## src/rtl/status_frame_parser_if.sv

```systemverilog
// Byte stream from uart_rx into the STATUS frame parser.
interface status_frame_parser_if;
    logic       rx_valid;
    logic [7:0] rx_data;

    modport master (output rx_valid, output rx_data);
    modport slave  (input  rx_valid, input  rx_data);
endinterface

```

## src/rtl/status_frame_parser.sv

```systemverilog
// Motor-board STATUS frame receiver: magic hunt, 26-byte body capture, CRC16 and id check.
// Optional inter-byte gap abort is enabled by defining STATUS_PARSER_TIMEOUT_EN.
module status_frame_parser #(
    parameter int NUMBER_OF_MOTORS = 6,
    parameter int CLK_FREQ_HZ      = 50_000_000,
    parameter int BAUDRATE         = 115200,
    parameter int TIMEOUT_BYTES    = 4
) (
    input  logic                        clk,
    input  logic                        reset,
    status_frame_parser_if.slave        rx_bus,
    input  logic [7:0]                  expected_motor,
    output logic                        frame_valid,
    output logic [7:0]                  motor_id,
    output logic [7:0]                  control_mode,
    output logic signed [31:0]          encoder0_position,
    output logic signed [31:0]          encoder1_position,
    output logic signed [31:0]          encoder0_velocity,
    output logic signed [31:0]          encoder1_velocity,
    output logic [15:0]                 current_phase1,
    output logic [15:0]                 current_phase2,
    output logic [15:0]                 current_phase3,
    output logic                        crc_error,
    output logic                        id_error,
    output logic                        timeout_error,
    output logic [15:0]                 good_frames,
    output logic [15:0]                 crc_errors
);
    typedef enum logic [1:0] {
        HUNT    = 2'd0,
        RECEIVE = 2'd1,
        CHECK   = 2'd2
    } state_t;

    localparam logic [31:0] MAGIC     = 32'h1CEB_00DA;
    localparam logic [4:0]  CRC_BYTES = 5'd24;
    localparam logic [4:0]  BODY_LAST = 5'd25;

`ifdef STATUS_PARSER_TIMEOUT_EN
    localparam int GAP_RELOAD = TIMEOUT_BYTES * 10 * (CLK_FREQ_HZ / BAUDRATE);
    localparam int GAP_W      = $clog2(GAP_RELOAD + 1);
    logic [GAP_W-1:0] gap_r;
`endif

    // x^16+x^15+x^2+1, MSB-first, one byte per call
    function automatic logic [15:0] crc16_step(input logic [15:0] crc, input logic [7:0] data);
        logic [15:0] c;
        logic        fb;
        c = crc;
        for (int i = 7; i >= 0; i--) begin
            fb = c[15] ^ data[i];
            c  = {c[14:0], 1'b0} ^ (fb ? 16'h8005 : 16'h0000);
        end
        return c;
    endfunction

    function automatic logic [15:0] sat_inc(input logic [15:0] v);
        return (v == 16'hFFFF) ? v : v + 16'd1;
    endfunction

    state_t      state_r;
    logic [31:0] hunt_r;
    logic [4:0]  count_r;
    logic [15:0] crc_r;
    logic [7:0]  body_r [0:25];
    logic        crc_ok_s;
    logic        id_ok_s;

    assign crc_ok_s = (crc_r == {body_r[24], body_r[25]});
    assign id_ok_s  = ({24'd0, body_r[0]} < NUMBER_OF_MOTORS) && (body_r[0] == expected_motor);

`ifndef STATUS_PARSER_TIMEOUT_EN
    assign timeout_error = 1'b0;
`endif

    // Frame state machine with registered decoded outputs, strobes and counters
    always_ff @(posedge clk or posedge reset) begin
        if (reset) begin
            state_r           <= HUNT;
            hunt_r            <= 32'h0000_0000;
            count_r           <= 5'd0;
            crc_r             <= 16'hFFFF;
            for (int i = 0; i < 26; i++) begin
                body_r[i] <= 8'h00;
            end
            frame_valid       <= 1'b0;
            motor_id          <= 8'h00;
            control_mode      <= 8'h00;
            encoder0_position <= 32'sd0;
            encoder1_position <= 32'sd0;
            encoder0_velocity <= 32'sd0;
            encoder1_velocity <= 32'sd0;
            current_phase1    <= 16'h0000;
            current_phase2    <= 16'h0000;
            current_phase3    <= 16'h0000;
            crc_error         <= 1'b0;
            id_error          <= 1'b0;
            good_frames       <= 16'h0000;
            crc_errors        <= 16'h0000;
`ifdef STATUS_PARSER_TIMEOUT_EN
            gap_r             <= {GAP_W{1'b0}};
            timeout_error     <= 1'b0;
`endif
        end else begin
            frame_valid <= 1'b0;
            crc_error   <= 1'b0;
            id_error    <= 1'b0;
`ifdef STATUS_PARSER_TIMEOUT_EN
            timeout_error <= 1'b0;
`endif
            case (state_r)
                HUNT: begin
                    if (hunt_r == MAGIC) begin
                        count_r <= 5'd0;
                        crc_r   <= 16'hFFFF;
                        state_r <= RECEIVE;
`ifdef STATUS_PARSER_TIMEOUT_EN
                        gap_r   <= GAP_W'(GAP_RELOAD);
`endif
                    end else if (rx_bus.rx_valid) begin
                        hunt_r <= {hunt_r[23:0], rx_bus.rx_data};
                    end
                end
                RECEIVE: begin
                    if (rx_bus.rx_valid) begin
                        body_r[count_r] <= rx_bus.rx_data;
                        count_r         <= count_r + 5'd1;
                        if (count_r < CRC_BYTES) begin
                            crc_r <= crc16_step(crc_r, rx_bus.rx_data);
                        end
                        if (count_r == BODY_LAST) begin
                            state_r <= CHECK;
                        end
`ifdef STATUS_PARSER_TIMEOUT_EN
                        gap_r <= GAP_W'(GAP_RELOAD);
                    end else if (gap_r == {GAP_W{1'b0}}) begin
                        state_r       <= HUNT;
                        hunt_r        <= 32'h0000_0000;
                        timeout_error <= 1'b1;
                    end else begin
                        gap_r <= gap_r - GAP_W'(1);
`endif
                    end
                end
                CHECK: begin
                    // A byte arriving now starts the next hunt rather than being lost
                    hunt_r  <= rx_bus.rx_valid ? {24'h000000, rx_bus.rx_data} : 32'h0000_0000;
                    state_r <= HUNT;
                    if (!crc_ok_s) begin
                        crc_error  <= 1'b1;
                        crc_errors <= sat_inc(crc_errors);
                    end else if (!id_ok_s) begin
                        id_error <= 1'b1;
                    end else begin
                        motor_id          <= body_r[0];
                        control_mode      <= body_r[1];
                        encoder0_position <= {body_r[2],  body_r[3],  body_r[4],  body_r[5]};
                        encoder1_position <= {body_r[6],  body_r[7],  body_r[8],  body_r[9]};
                        encoder0_velocity <= {body_r[10], body_r[11], body_r[12], body_r[13]};
                        encoder1_velocity <= {body_r[14], body_r[15], body_r[16], body_r[17]};
                        current_phase1    <= {body_r[18], body_r[19]};
                        current_phase2    <= {body_r[20], body_r[21]};
                        current_phase3    <= {body_r[22], body_r[23]};
                        frame_valid       <= 1'b1;
                        good_frames       <= sat_inc(good_frames);
                    end
                end
                default: begin
                    state_r <= HUNT;
                    hunt_r  <= 32'h0000_0000;
                end
            endcase
        end
    end
endmodule

```

## src/flat_wrapper.sv

```systemverilog
// flat-port wrapper written by rule: the top's interface ports become plain ports
module status_frame_parser_flat 
#(
    parameter int NUMBER_OF_MOTORS = 6,
    parameter int CLK_FREQ_HZ      = 50_000_000,
    parameter int BAUDRATE         = 115200,
    parameter int TIMEOUT_BYTES    = 4
)
  (clk, reset, expected_motor, frame_valid, motor_id, control_mode, encoder0_position, encoder1_position, encoder0_velocity, encoder1_velocity, current_phase1, current_phase2, current_phase3, crc_error, id_error, timeout_error, good_frames, crc_errors, rx_bus_rx_valid, rx_bus_rx_data);
  status_frame_parser_if rx_bus_i ();
  input  logic clk;
  input  logic reset;
  input  logic [7:0] expected_motor;
  output logic frame_valid;
  output logic [7:0] motor_id;
  output logic [7:0] control_mode;
  output logic signed [31:0] encoder0_position;
  output logic signed [31:0] encoder1_position;
  output logic signed [31:0] encoder0_velocity;
  output logic signed [31:0] encoder1_velocity;
  output logic [15:0] current_phase1;
  output logic [15:0] current_phase2;
  output logic [15:0] current_phase3;
  output logic crc_error;
  output logic id_error;
  output logic timeout_error;
  output logic [15:0] good_frames;
  output logic [15:0] crc_errors;
  input wire logic [$bits(rx_bus_i.rx_valid)-1:0] rx_bus_rx_valid;
  input wire logic [$bits(rx_bus_i.rx_data)-1:0] rx_bus_rx_data;
  assign rx_bus_i.rx_valid = rx_bus_rx_valid;
  assign rx_bus_i.rx_data = rx_bus_rx_data;
  status_frame_parser #(.NUMBER_OF_MOTORS(NUMBER_OF_MOTORS), .CLK_FREQ_HZ(CLK_FREQ_HZ), .BAUDRATE(BAUDRATE), .TIMEOUT_BYTES(TIMEOUT_BYTES)) u_core (.clk(clk), .reset(reset), .rx_bus(rx_bus_i), .expected_motor(expected_motor), .frame_valid(frame_valid), .motor_id(motor_id), .control_mode(control_mode), .encoder0_position(encoder0_position), .encoder1_position(encoder1_position), .encoder0_velocity(encoder0_velocity), .encoder1_velocity(encoder1_velocity), .current_phase1(current_phase1), .current_phase2(current_phase2), .current_phase3(current_phase3), .crc_error(crc_error), .id_error(id_error), .timeout_error(timeout_error), .good_frames(good_frames), .crc_errors(crc_errors));
endmodule
```

## config.mk

```make
export PLATFORM = sky130hd
export DESIGN_NAME = status_frame_parser_flat
export DESIGN_NICKNAME = d
export VERILOG_FILES = /design/src/rtl/status_frame_parser_if.sv /design/src/rtl/status_frame_parser.sv /design/src/flat_wrapper.sv
export SDC_FILE = /design/constraint.sdc
export NUM_CORES = 1
export LEC_CHECK = 0
export BUFFER_PORTS_ARGS = -buffer_cell sky130_fd_sc_hd__buf_2
export CORE_MARGIN = 4
export CORE_UTILIZATION = 40
export CTS_CLUSTER_SIZE = 12
export DETAILED_ROUTE_END_ITERATION = 16
export PLACE_DENSITY = 0.63
export REMOVE_ABC_BUFFERS = 1
export SYNTH_ARGS = -nofsm -noshare
export SYNTH_HDL_FRONTEND = slang
export SYNTH_SLANG_ARGS = --single-unit
```

## constraint.sdc

```tcl
create_clock -name clk -period 22.8 [get_ports clk]
set_input_delay 2.28 -clock clk [delete_from_list [all_inputs] [get_ports clk]]
set_output_delay 2.28 -clock clk [all_outputs]
set_load 0.01 [all_outputs]
```

# Word level (Yosys, flattened, before mapping)

Index checks and enable logic that the tools add are counted.

Input port bits: 19
Bits in registers: 490
Output and inout bits: 228
Logic and storage cells: 132

Reductions and logical operators: 12
Mux-type cells: 34
Add/sub/neg operators: 3
Order comparisons: 4
Bitwise operators: 21
Eq/ne operators: 14

Operators with widths:

| operator                                                                 | count |
|---|---|
| 208-bit bitwise mux                                                      | 1 |
| 16-bit 2-to-1 mux                                                        | 11 |
| 16-bit bitwise XOR                                                       | 8 |
| 32-bit one-hot mux with 3 select lines                                   | 1 |
| 32-bit 2-to-1 mux                                                        | 2 |
| 8-bit demux with 5-bit select                                            | 1 |
| 16-bit by 1-bit adder with 16-bit output (second input constant)         | 2 |
| 16-bit == test (second input constant)                                   | 2 |
| 32-bit by 29-bit == test with 1-bit output (second input constant)       | 1 |
| 16-bit one-hot mux with 2 select lines                                   | 1 |
| 16-bit == test                                                           | 1 |
| 8-bit 2-to-1 mux                                                         | 2 |
| 3-bit AND reduction                                                      | 5 |
| 5-bit 2-to-1 mux                                                         | 2 |
| 5-bit one-hot mux with 2 select lines                                    | 1 |
| 8-bit == test                                                            | 1 |
| 8-bit by 3-bit < comparator with 1-bit output (second input constant)    | 1 |
| 1-bit 2-to-1 mux                                                         | 8 |
| 4-bit AND reduction                                                      | 2 |
| 1-bit bitwise XOR                                                        | 8 |
| 6-bit greater-or-equal comparator (second input constant)                | 1 |
| 6-bit by 1-bit < comparator with 1-bit output (second input constant)    | 1 |
| 2-bit 2-to-1 mux                                                         | 3 |
| 2-bit by 1-bit inequality test with 1-bit output (second input constant) | 3 |
| 13 further kinds                                                         | 19 |

# Longest topological paths before layout

Depth after elaboration: 27
Depth in mapped cells: 9
Depth with buffers taken out: 6

# Worst setup path before layout

No wires, ideal clock.

Path kind: input -> register
Start point: input port expected_motor[7]
End point: register u_core.good_frames[12]
Data required time: 22.675 ns
Library setup time: 0.125 ns
Stages on the path: 8
Arrival: 4.194 ns
Slack: 18.481 ns
Buffers on the path: 2
Cell sequence: nor2b_1 a2111oi_0 nand4_1 or4_1 buf_2 buf_6 nor3_1 mux2_2

Cells in the longest elaborated chain, start to end: 3

RTL lines:

| element                       | line                       | source |
|---|---|---|
| start, declared               | flat_wrapper.sv:13         | `input logic [7:0] expected_motor;` |
| 8-bit == test                 | status_frame_parser.sv:70  | `assign id_ok_s = ({24'd0, body_r[0]} < NUMBER_OF_MOTORS) && (body_r[0] == expected_motor);` |
| 1-bit logical AND             | status_frame_parser.sv:70  |  |
| 4-bit AND reduction (no line) | -                          |  |
| end signal, assigned          | status_frame_parser.sv:165 | `good_frames <= sat_inc(good_frames);` |
| end, declared                 | status_frame_parser.sv:26  | `output logic [15:0] good_frames,` |

No other way between the ends.
A chain may end at the register's enable or synchronous reset.

# Worst setup path in the final report

Start point: input port expected_motor[7]
End point: register u_core.good_frames[15]

The elaborated chain is that of the path after synthesis.

==> summary.txt <==
Fin crit share: 20.5%
Vias per cell: 5.00
CTS max path bufs: 3
Placed Area: 0.0211 mm²
Ys Warns: 0
PwrDens: 107 mW/mm²
Layout cells sized above 1: 29.6%
Fin util: 47.7%
I/O Buffers: 245
Final ANT Viol Nets: 0
Max stage delay cell, worst path: or4_4
Max Slew Vio Count: 0
Final HPWL DP: 28500 µm
Tmin final: 4.68 ns
Sink Count: 490
CP required: 23.26 ns
Peak Freq: 0.214 GHz
Die H: 227 µm
Ys async rst share: 100%
Final layout net count: 1928
Congestion Overflow GR: 0
Synth-to-Final Area Change: 18.0%
Vias in the first global route: 13.3k
WL/cell: 18.3 µm
Final setup fails: 0
RD Place Congestion: 0.799
Crit Path Max Fanout: 64
Hold_buf cts: 0
Syn Area/Cell: 11.5 µm²
Cell row count: 80
CTS Buf Count: 52
Htree depth: 2
Core ar.: 0.0476 mm²
DR pass1 iterations: 5
Slew margin rel.: 24.7%
Starting Density: 40.4%
Flop2flop setup slack: 19.09 ns
Worst-path cell chain: buf_2 > nor2b_1 > a2111oi_0 > nand4_1 > or4_4 > buf_4 > nor4_1 > mux2_2
Final WL: 46800 µm
Final instance area: 0.0227 mm²
Seq cells post-synth: 490
Setup WS pre-CTS: 17.52 ns
Vias: 12.8k
Outcome: complete, no violations
Root buf cell: clkbuf_16
RSZ-0062 raised after global routing: no
Initial DRC count: 729
Skew final: 0.0233 ns
Critical path startpoint category: input port
Remaining routing DRC violations: 0
Largest net degree at the start of global routing: 193
Crit end category: register
Seq/Total Area, Yosys: 63.7%
Reg2Reg Depth: 7
Gate Count Post-Synth: 1679
Most used flip-flop cell after synthesis: dfrtp_1
CTS resizes: 0
Setup Total Neg Slack: 0 ns
First-pass GRT wire length: 74800 µm
Leak: 12.1 nW
Initial antenna violation count: 0
Setup bufs post-CTS: 0
Final worst-path setup slack: 18.12 ns
DIE AREA: 0.0517 mm²
Critical Path Source: expected_motor[7]
Worst skew pair latency: 0.60 ns
MaxCap Viol Count: 0
Kind of critical path: in2reg
Max incr delay on CP: 0.84 ns
Worst-path clk slew: 0.06 ns
Count of cell types in the netlist: 48
Number of synthesized flops with an enable pin: 0
# IOs: 247
CTS tree: built
R2R Path Start: u_core.crc_r[1]
HP Class: reg2reg
Tot GR Track Use: 18.3%
Final Hold Fails: 0
Final Total Pwr: 2.44 mW
Synthesized area: 0.0193 mm²
Floorplan die width: 227 µm
Worst R2R End: u_core.good_frames[15]
Capture point of the critical path: u_core.good_frames[15]
Worst-Margin Slew: 1.13 ns
CP arrival: 5.14 ns
Maximum VDD drop: 0.0000589 V
worst min-delay path by stage:
| stage | from | endpoint | slack, ns | cells after the start |
|---|---|---|---|---|
| detailed placement | u_core.motor_id[0] | u_core.motor_id[0] | 0.45 | 2 |
| floorplan | u_core.body_r[192] | u_core.control_mode[0] | 0.44 | 2 |
| CTS | u_core.motor_id[0] | u_core.motor_id[0] | 0.46 | 2 |
| global route | u_core.encoder0_velocity[28] | u_core.encoder0_velocity[28] | 0.48 | 2 |
| finish | u_core.encoder0_velocity[16] | u_core.encoder0_velocity[16] | 0.46 | 2 |
| global placement | u_core.motor_id[0] | u_core.motor_id[0] | 0.45 | 2 |
placed cells by master, fill, tap and decap left out, types with 3 or more instances in the layout:
cell type  count
dfrtp_1      474
nor2_1        39
and3_1         9
ha_1           6
nor3b_1        3
nor2b_1        5
clkbuf_8       5
a31oi_1       10
xor2_1        29
and2_1         8
buf_2        245
dfstp_2       16
nand4_1       13
inv_1          3
nand2_1      600
clkbuf_1      14
a21oi_1       12
nor4_1        14
a22o_1        32
nor3_1        12
buf_4         15
nand3_1       14
bufinv_16      4
and4_1         6
nand4b_1       3
clkbuf_16     52
xnor2_1       37
mux2_2       213
clkinv_2       8
sequential cells by signal, summed over array words and instances, names as in the netlist, 32 cells and up:
name,flops
u_core.encoder1_position,32
u_core.encoder0_position,32
u_core.encoder0_velocity,32
u_core.body_r,208
u_core.hunt_r,32
u_core.encoder1_velocity,32
Yosys cell counts (all sizes together), types with 13 or more instances:
cell type,instances,area [µm²]
clkbuf,85,319
a22o,32,280
nand4,13,81.3
a21oi,13,65.1
dfrtp,474,11900
xor2,29,254
nor2,39,146
nand3,14,70.1
mux2,213,2400
dfstp,16,420
xnor2,37,324
nor4,15,93.8
nand2,600,2250
nor3,14,80.1
layer usage:
layer	up-vias	share of wire [%]	track usage, %
li1	5965	-	-
met1	6508	46	25.2
met2	239	48	30.3
met3	64	3.9	2.68
met4	0	2.3	5.37
met5	-	0	0
stage by stage:
stage                     cells  hold slack, ns
after global placement     2464           0.447
after CTS                  2552           0.465
after global routing       2552           0.477
after detailed placement   2464           0.452
after floorplan            1587           0.440
final                      2553           0.459
cell families after synthesis:
group | after synthesis | share of synthesized area, %
other cells | 1 | 0.0195
compound gates | 63 | 2.41
simple gates | 742 | 15.9
buf+inv | 97 | 1.97
flops | 490 | 63.7
mux | 213 | 12.4
xor+xnor | 67 | 3.12
fa+ha+maj | 6 | 0.390
layout make-up:
type                    instances  area [µm²]
diodes                          1        2.50
clock buffers                  71        1420
clock inverters                17         223
fillers                      4411       24900
inverters                       5        26.3
multi-input cells            1092        6630
flip-flops and latches        490       12300
well taps                     615         769
repair buffers                262        1380
where the power goes:
| group | switching (mW) | leakage (nW) | internal [mW] |
|---|---|---|---|
| clock | 0.341 | 0.802 | 0.481 |
| combinational | 0.180 | 4.80 | 0.228 |
| sequential | 0.127 | 6.54 | 1.08 |
worst max-delay path: cells and delay by family:
family          cells  cell delay, ns
mux                 1            0.37
simple gates        4            1.58
buf+inv             2            0.55
compound gates      1            0.34
Note: power is estimated with default switching activity, not from simulation.
